[src/rtl/booth_mul32_seq_if.sv]
// Request/response bundle between a client and the sequential Booth multiplier.
// The client owns op_start, op_clear and the operands; the multiplier owns result, op_done and busy.
interface booth_mul32_seq_if #(
    parameter int WIDTH = 32
);
    logic               op_start;
    logic               op_clear;
    logic [WIDTH-1:0]   multiplier;
    logic [WIDTH-1:0]   multiplicand;
    logic [2*WIDTH-1:0] result;
    logic               op_done;
    logic               busy;

    modport master (
        output op_start,
        output op_clear,
        output multiplier,
        output multiplicand,
        input  result,
        input  op_done,
        input  busy
    );

    modport slave (
        input  op_start,
        input  op_clear,
        input  multiplier,
        input  multiplicand,
        output result,
        output op_done,
        output busy
    );
endinterface

[src/rtl/booth_mul32_seq.sv]
// Sequential radix-2 Booth multiplier, signed 32x32 -> 64, one step per clock.
// Each EXEC step runs U +/- M through a carry-lookahead adder and arithmetic-shifts {U, Q, q_m1}.
module booth_mul32_seq #(
    parameter int WIDTH = 32,
    parameter int CNT_W = 6
) (
    input  logic             clk,
    input  logic             reset_n,
    booth_mul32_seq_if.slave bus
);
    typedef enum logic [1:0] {
        ST_IDLE = 2'd0,
        ST_EXEC = 2'd1,
        ST_DONE = 2'd2
    } state_t;

    state_t             r_state;
    state_t             w_state_nxt;

    logic [CNT_W-1:0]   r_cnt;
    logic [WIDTH-1:0]   r_m;
    logic [WIDTH-1:0]   r_u;
    logic [WIDTH-1:0]   r_q;
    logic               r_q_m1;
    logic [2*WIDTH-1:0] r_result;
    logic               r_busy;
    logic               r_done;

    logic               w_load;
    logic               w_step;
    logic               w_last;
    logic               w_busy_nxt;
    logic               w_done_nxt;

    // Adder-side signals
    logic               w_add_en;
    logic               w_sub;
    logic [WIDTH-1:0]   w_b;
    logic [WIDTH-1:0]   w_g;
    logic [WIDTH-1:0]   w_p;
    logic [WIDTH:0]     w_c;
    logic [WIDTH-1:0]   w_sum;
    logic               w_co;
    logic               w_co_prev;

    // Shift-stage signals
    logic [WIDTH-1:0]   w_u_sel;
    logic               w_sign;
    logic [WIDTH-1:0]   w_u_nxt;
    logic [WIDTH-1:0]   w_q_nxt;

    assign w_last = (r_cnt == CNT_W'(WIDTH - 1));
    assign w_load = !bus.op_clear && bus.op_start &&
                    ((r_state == ST_IDLE) || (r_state == ST_DONE));
    assign w_step = !bus.op_clear && (r_state == ST_EXEC);

    // ---------------------------------------------------------------- FSM
    // NOTE: sequential state is updated with non-blocking (<=) assignments so every
    // flop samples the pre-edge values; blocking here would create order-dependent races.
    always_ff @(posedge clk or negedge reset_n) begin
        if (!reset_n) begin
            r_state <= ST_IDLE;
            r_busy  <= 1'b0;
            r_done  <= 1'b0;
        end else begin
            r_state <= w_state_nxt;
            r_busy  <= w_busy_nxt;
            r_done  <= w_done_nxt;
        end
    end

    // NOTE: the default assignment at the top of each always_comb guarantees every path
    // assigns the variable, so no latch is inferred when a branch leaves it untouched.
    always_comb begin
        w_state_nxt = r_state;
        if (bus.op_clear) begin
            w_state_nxt = ST_IDLE;
        end else begin
            case (r_state)
                ST_IDLE: if (bus.op_start) w_state_nxt = ST_EXEC;
                ST_EXEC: if (w_last)       w_state_nxt = ST_DONE;
                ST_DONE: if (bus.op_start) w_state_nxt = ST_EXEC;
                default:                   w_state_nxt = ST_IDLE;
            endcase
        end
    end

    // busy/op_done are decoded from the next state and registered alongside it.
    always_comb begin
        w_busy_nxt = (w_state_nxt == ST_EXEC);
        w_done_nxt = (w_state_nxt == ST_DONE);
    end

    // ---------------------------------------------------- lookahead adder
    always_comb begin
        w_add_en = r_q[0] ^ r_q_m1;
        w_sub    = r_q[0] & ~r_q_m1;
        w_b      = w_sub ? ~r_m : r_m;
        w_g      = r_u & w_b;
        w_p      = r_u ^ w_b;
        w_c      = '0;
        w_c[0]   = w_sub;
        for (int k = 0; k < WIDTH / 4; k++) begin
            w_c[4*k+1] = w_g[4*k]
                       | (w_p[4*k] & w_c[4*k]);
            w_c[4*k+2] = w_g[4*k+1]
                       | (w_p[4*k+1] & w_g[4*k])
                       | (w_p[4*k+1] & w_p[4*k] & w_c[4*k]);
            w_c[4*k+3] = w_g[4*k+2]
                       | (w_p[4*k+2] & w_g[4*k+1])
                       | (w_p[4*k+2] & w_p[4*k+1] & w_g[4*k])
                       | (w_p[4*k+2] & w_p[4*k+1] & w_p[4*k] & w_c[4*k]);
            w_c[4*k+4] = w_g[4*k+3]
                       | (w_p[4*k+3] & w_g[4*k+2])
                       | (w_p[4*k+3] & w_p[4*k+2] & w_g[4*k+1])
                       | (w_p[4*k+3] & w_p[4*k+2] & w_p[4*k+1] & w_g[4*k])
                       | (w_p[4*k+3] & w_p[4*k+2] & w_p[4*k+1] & w_p[4*k] & w_c[4*k]);
        end
        w_sum     = w_p ^ w_c[WIDTH-1:0];
        w_co      = w_c[WIDTH];
        w_co_prev = w_c[WIDTH-1];
    end

    // ------------------------------------------------------- shift stage
    // The sign shifted into U must be the true sign of U +/- M; s[31] alone is wrong on overflow.
    always_comb begin
        w_u_sel = w_add_en ? w_sum : r_u;
        w_sign  = w_add_en ? (w_sum[WIDTH-1] ^ (w_co_prev ^ w_co)) : r_u[WIDTH-1];
        w_u_nxt = {w_sign, w_u_sel[WIDTH-1:1]};
        w_q_nxt = {w_u_sel[0], r_q[WIDTH-1:1]};
    end

    // ---------------------------------------------------------- datapath
    // NOTE: every datapath register is cleared on reset so no stale product or operand
    // from an aborted multiply can ever be observed after reset_n is released.
    always_ff @(posedge clk or negedge reset_n) begin
        if (!reset_n) begin
            r_m      <= '0;
            r_u      <= '0;
            r_q      <= '0;
            r_q_m1   <= 1'b0;
            r_cnt    <= '0;
            r_result <= '0;
        end else if (bus.op_clear) begin
            r_cnt    <= '0;
            r_result <= '0;
        end else if (w_load) begin
            r_m      <= bus.multiplicand;
            r_u      <= '0;
            r_q      <= bus.multiplier;
            r_q_m1   <= 1'b0;
            r_cnt    <= '0;
        end else if (w_step) begin
            r_u      <= w_u_nxt;
            r_q      <= w_q_nxt;
            r_q_m1   <= r_q[0];
            r_cnt    <= r_cnt + CNT_W'(1);
            if (w_last) begin
                r_result <= {w_u_nxt, w_q_nxt};
            end
        end
    end

    assign bus.result  = r_result;
    assign bus.op_done = r_done;
    assign bus.busy    = r_busy;

endmodule

[src/flat_wrapper.sv]
// flat-port wrapper written by rule: the top's interface ports become plain ports
module booth_mul32_seq_flat 
#(
    parameter int WIDTH = 32,
    parameter int CNT_W = 6
)
  (clk, reset_n, bus_op_start, bus_op_clear, bus_multiplier, bus_multiplicand, bus_result, bus_op_done, bus_busy);
  booth_mul32_seq_if #(.WIDTH(WIDTH)) bus_i ();
  input  logic clk;
  input  logic reset_n;
  input wire logic [$bits(bus_i.op_start)-1:0] bus_op_start;
  input wire logic [$bits(bus_i.op_clear)-1:0] bus_op_clear;
  input wire logic [$bits(bus_i.multiplier)-1:0] bus_multiplier;
  input wire logic [$bits(bus_i.multiplicand)-1:0] bus_multiplicand;
  output wire logic [$bits(bus_i.result)-1:0] bus_result;
  output wire logic [$bits(bus_i.op_done)-1:0] bus_op_done;
  output wire logic [$bits(bus_i.busy)-1:0] bus_busy;
  assign bus_i.op_start = bus_op_start;
  assign bus_i.op_clear = bus_op_clear;
  assign bus_i.multiplier = bus_multiplier;
  assign bus_i.multiplicand = bus_multiplicand;
  assign bus_result = bus_i.result;
  assign bus_op_done = bus_i.op_done;
  assign bus_busy = bus_i.busy;
  booth_mul32_seq #(.WIDTH(WIDTH), .CNT_W(CNT_W)) u_core (.clk(clk), .reset_n(reset_n), .bus(bus_i));
endmodule
[config.mk]
export PLATFORM = sky130hd
export DESIGN_NAME = booth_mul32_seq_flat
export DESIGN_NICKNAME = d
export VERILOG_FILES = /design/src/rtl/booth_mul32_seq_if.sv /design/src/rtl/booth_mul32_seq.sv /design/src/flat_wrapper.sv
export SDC_FILE = /design/constraint.sdc
export NUM_CORES = 1
export LEC_CHECK = 0
export ABC_AREA = 0
export BUFFER_PORTS_ARGS = -buffer_cell sky130_fd_sc_hd__buf_4
export CAP_MARGIN = 20
export CORE_MARGIN = 2
export CORE_UTILIZATION = 57
export DETAILED_ROUTE_END_ITERATION = 10
export HOLD_SLACK_MARGIN = 0.15
export PLACE_DENSITY = 0.85
export SYNTH_ARGS = -nofsm -noshare
export SYNTH_HDL_FRONTEND = slang
export SYNTH_SLANG_ARGS = --single-unit
[constraint.sdc]
create_clock -name clk -period 4.6 [get_ports clk]
set_clock_uncertainty 0.15 [all_clocks]
set_input_delay 0.46 -clock clk [delete_from_list [all_inputs] [get_ports clk]]
set_output_delay 0.46 -clock clk [all_outputs]
set_load 0.01 [all_outputs]
==> flow_metrics.env <==
export IMPL_die_area_um2=15900
export IMPL_ys_ff_latch=171
export IMPL_power_switching_uw=2280
export IMPL_htreeDepth=4
export IMPL_num_nets_final=1163
export IMPL_reg2reg_depth=17
export IMPL_core_um2=14600
export IMPL_p_int_uw=3500
export IMPL_cpPeakStageDelay_ps=550
export IMPL_reg2reg_from="u_core.r_q_m1"
export IMPL_grt_ovfl_total=0
export IMPL_rows=44
export IMPL_yosys_top_cells_area="dfrtp_1 50%, nand2_1 9.5%, a22o_1 6.1%"
export IMPL_crit_chain="inv_1, ha_2, buf_4, xor2_1, ha_1, o21ai_0, o21ai_1, nand4_1, a31oi_4, o31a_1, o21a_1, nor2_1, fa_1, nor2_1, a21oi_1, nor2_1, a22o_1"
export IMPL_totalWireLength_mm=22.6
export IMPL_worst_path_most_repeated_cell="nor2_1"
export IMPL_switching_share_pct=39.5
export IMPL_synth_cells=872
export IMPL_slew_headroom_pct=37.6
export IMPL_r2r_end="u_core.bus.result[55]"
export IMPL_multi_input_area_um2=4020
export IMPL_start_util_pct=58.4
export IMPL_seq_power_share_pct=34.5
export IMPL_root_buffer="clkbuf_16"
export IMPL_worst_skew_pair_late_latency_ps=450
export IMPL_cts_resized=0
export IMPL_drv_cap=0
export IMPL_ios=134
export IMPL_p_total_uw=5780
export IMPL_antennaDiodeCount=0
export IMPL_timing_final_crit_share_pct=93.3
export IMPL_postCtsSetupRepairBufs=0
export IMPL_register_area_um2=4280
export IMPL_synth_area_um2=8520
export IMPL_slew_violations=0
export IMPL_cts_reportedPaths_clkPinSlew_ps=80
export IMPL_vias_per_cell=5.83
export IMPL_synth_compound_area_share_pct=19.0
export IMPL_synth_avg_cell_area_um2=9.77
export IMPL_grt_antenna_before_repair=0
export IMPL_ir_drop_mv=0.350
export IMPL_cp_required_ps=4780
export IMPL_tns_ps=0
export IMPL_cp_start_kind="flip-flop"
export IMPL_place_hpwl_mm=13.6
export IMPL_p_per_area_nw_per_um2=527
export IMPL_r2r_setup_slack_ps=310
export IMPL_numPortBuffers=133
export IMPL_status="finished, final reports clean"
export IMPL_chipHeight_um=126
export IMPL_slowest_stage="ha_2"
export IMPL_drc=0
export IMPL_grt_use_total_pct=29.4
export IMPL_synth_largest_area_cell="dfrtp_1"
export IMPL_max_slew_worst_pin_slew_ps=936
export IMPL_hold_path_end="u_core.r_state[1]"
export IMPL_pwr_share_comb_pct=40.8
export IMPL_nFillCells=963
export IMPL_cts_sinks=171
export IMPL_hold_violations=0
export IMPL_clkPwrFrac_pct=24.7
export IMPL_timing_worst_setup_path_type="reg2reg"
export IMPL_p_leak_uw=0.00562
export IMPL_avgRoutedWirePerCell_um=18.0
export IMPL_dieWidth_um=126
export IMPL_synth_xor_xnor_area_share_pct=5.24
export IMPL_ys_seq_area_share_pct=50.2
export IMPL_drt_initial_drc_count=587
export IMPL_yosysWarnings=0
export IMPL_crit_arrival_ps=4470
export IMPL_synth_top_area_share_pct=50.2
export IMPL_postSynth_asyncResetShare_pct=100
export IMPL_synthMuxAreaShare_pct=1.07
export IMPL_vias=7291
export IMPL_crit_start="u_core.r_q_m1"
export IMPL_synth_flop_cell="dfrtp_1"
export IMPL_syn_nets=981
export IMPL_synth_cell_types=52
export IMPL_ctsLongestPathBuffers=2
export IMPL_hp_class="in2reg"
export IMPL_cts_tree="yes"
export IMPL_grt_max_degree=104
export IMPL_synth_top_family_by_area="compound AO/OA/AOI/OAI gates"
export IMPL_max_freq_ghz=0.233
export IMPL_drive_above_1_share_pct=18.0
export IMPL_synthSimpleGateAreaFrac_pct=14.7
export IMPL_critPathMaxFanout=19
export IMPL_whs_path_depth=4
export IMPL_grt_pass1_wl_mm=37.4
export IMPL_cts_made_buffers=17
export IMPL_ant_nets=0
export IMPL_grt_pass1_vias=7453
export IMPL_synth_edf_count=0
export IMPL_drt_first_pass_iters=5
export IMPL_rsz0062_at_grt="no"
export IMPL_setup_violations=0
export IMPL_path_buf_inv=2
export IMPL_endpoint_kind="flip-flop"
export IMPL_period_minus_slack_ps=4290
export IMPL_synth_adder_area_share_pct=6.64
export IMPL_finalWeightedCongestion=0.865
export IMPL_critical_path_top_delay_family="compound AO/OA/AOI/OAI gates"
export IMPL_min_from="bus_op_start"
export IMPL_syn_to_final_growth_pct=28.7
==> state kept, by name, summed over array words and instances (netlist names) <==
signal	flops
u_core.r_cnt	6
u_core.bus.busy	1
u_core.bus.result	64
u_core.r_u	32
u_core.r_q_m1	1
u_core.r_state	2
u_core.r_m	32
u_core.r_q	32
u_core.bus.op_done	1
==> timing repair <==
action,in CTS,in global routing
endpoints found under the hold margin,167,0
setup endpoints to repair,0,0
hold buffers,66,0
==> area by class of cell <==
class,instances,area share (%)
sequential,171,39.0
tap,184,2.10
clock inverter,15,1.53
timing repair buffer,213,16.1
clock buffer,17,3.88
multi-input combinational,630,36.6
inverter,21,0.719
==> power by group through the flow <==
stage	clock network (uW)	registers [uW]	logic, uW
finish	1430	1990	2360
detailed placement	0	2010	2250
global route	1510	2020	2640
global placement	0	2000	2180
floorplan	0	1940	1780
CTS	1450	1980	2330
==> worst max path at each step <==
stage                     cells past startpoint  slack (ps)                    end
after floorplan                              18         520  u_core.bus.result[55]
after global placement                       17         480  u_core.bus.result[55]
after detailed placement                     17         390  u_core.bus.result[55]
after CTS                                    17         340  u_core.bus.result[56]
after global routing                         17          30  u_core.bus.result[55]
final                                        17         310  u_core.bus.result[55]
==> worst reg2reg max path, stage by stage (launching register included) <==
cell     delay (ps)
dfrtp_1         390
inv_1            60
ha_2            550
buf_4           290
xor2_1          180
ha_1            220
o21ai_0         170
o21ai_1         290
nand4_1         200
a31oi_4         270
o31a_1          210
o21a_1          150
nor2_1           60
fa_1            530
nor2_1           40
a21oi_1         120
nor2_1           70
a22o_1          240
==> layer usage <==
metal  global-route usage (%)  vias to the layer above  share of wire [%]
li1                         -                     3401                  -
met1                     38.0                     3610                 43
met2                     48.8                      240                 50
met3                     7.99                       40                5.6
met4                     8.60                        0                2.0
met5                        0                        -                  0
==> synthesized netlist by cell type, types with 5 or more instances <==
cell type and n:
a21o_1 23, a21oi_1 34, a22o_1 59, a22oi_1 30, a31oi_1 6, buf_1 6, clkbuf_1 43, dfrtp_1 171
fa_1 7, ha_1 34, inv_1 20, mux2i_1 8, nand2_1 216, nand3_1 10, nor2_1 37, nor2b_1 10
nor3_1 9, o21ai_0 37, o21ai_1 5, o31ai_1 5, xnor2_1 15, xor2_1 36
==> cell usage in the layout, fill, tap and decap left out, types with 3 or more instances in the layout <==
master,count
nor2b_1,8
inv_8,6
o21ai_0,37
o21bai_1,3
clkinv_8,3
nand3_1,10
a22o_1,59
nor3b_1,3
nor2_1,36
ha_1,33
o31ai_1,5
clkbuf_16,17
a22oi_1,30
o31a_1,3
nor3_1,8
clkinv_4,3
inv_1,20
xnor2_1,15
dlygate4sd3_1,66
fa_1,7
and3_1,4
nand2_1,216
a21o_1,23
a21oi_1,33
a32o_1,3
dfrtp_1,171
nand2b_1,4
o21ai_1,5
mux2i_1,8
xor2_1,36
a31oi_1,6
nand4_1,3
buf_4,145
==> cell families after synthesis <==
| logic type | count (synthesis) |
|---|---|
| AOI/OAI and AO/OA | 225 |
| xor gates and xnor gates | 51 |
| adders and majority gates | 41 |
| buffers and inverters | 71 |
| DFF | 171 |
| muxes | 9 |
| and+or+nand+nor | 304 |
==> metrics by stage <==
stage | setup slack (ps) | cells | utilization, % | cell area [um^2] | hold WS (ps)
global placement | 485 | 1152 | 66.5 | 9710 | 312
finish | 310 | 1251 | 75.2 | 11000 | 258
CTS | 341 | 1250 | 75.1 | 11000 | 238
floorplan | 518 | 872 | - | 8520 | 14.4
global route | 30.0 | 1251 | 75.2 | 11000 | 290
detailed placement | 390 | 1152 | 66.5 | 9710 | 332
No activity file was read; power rests on OpenSTA's default activity.
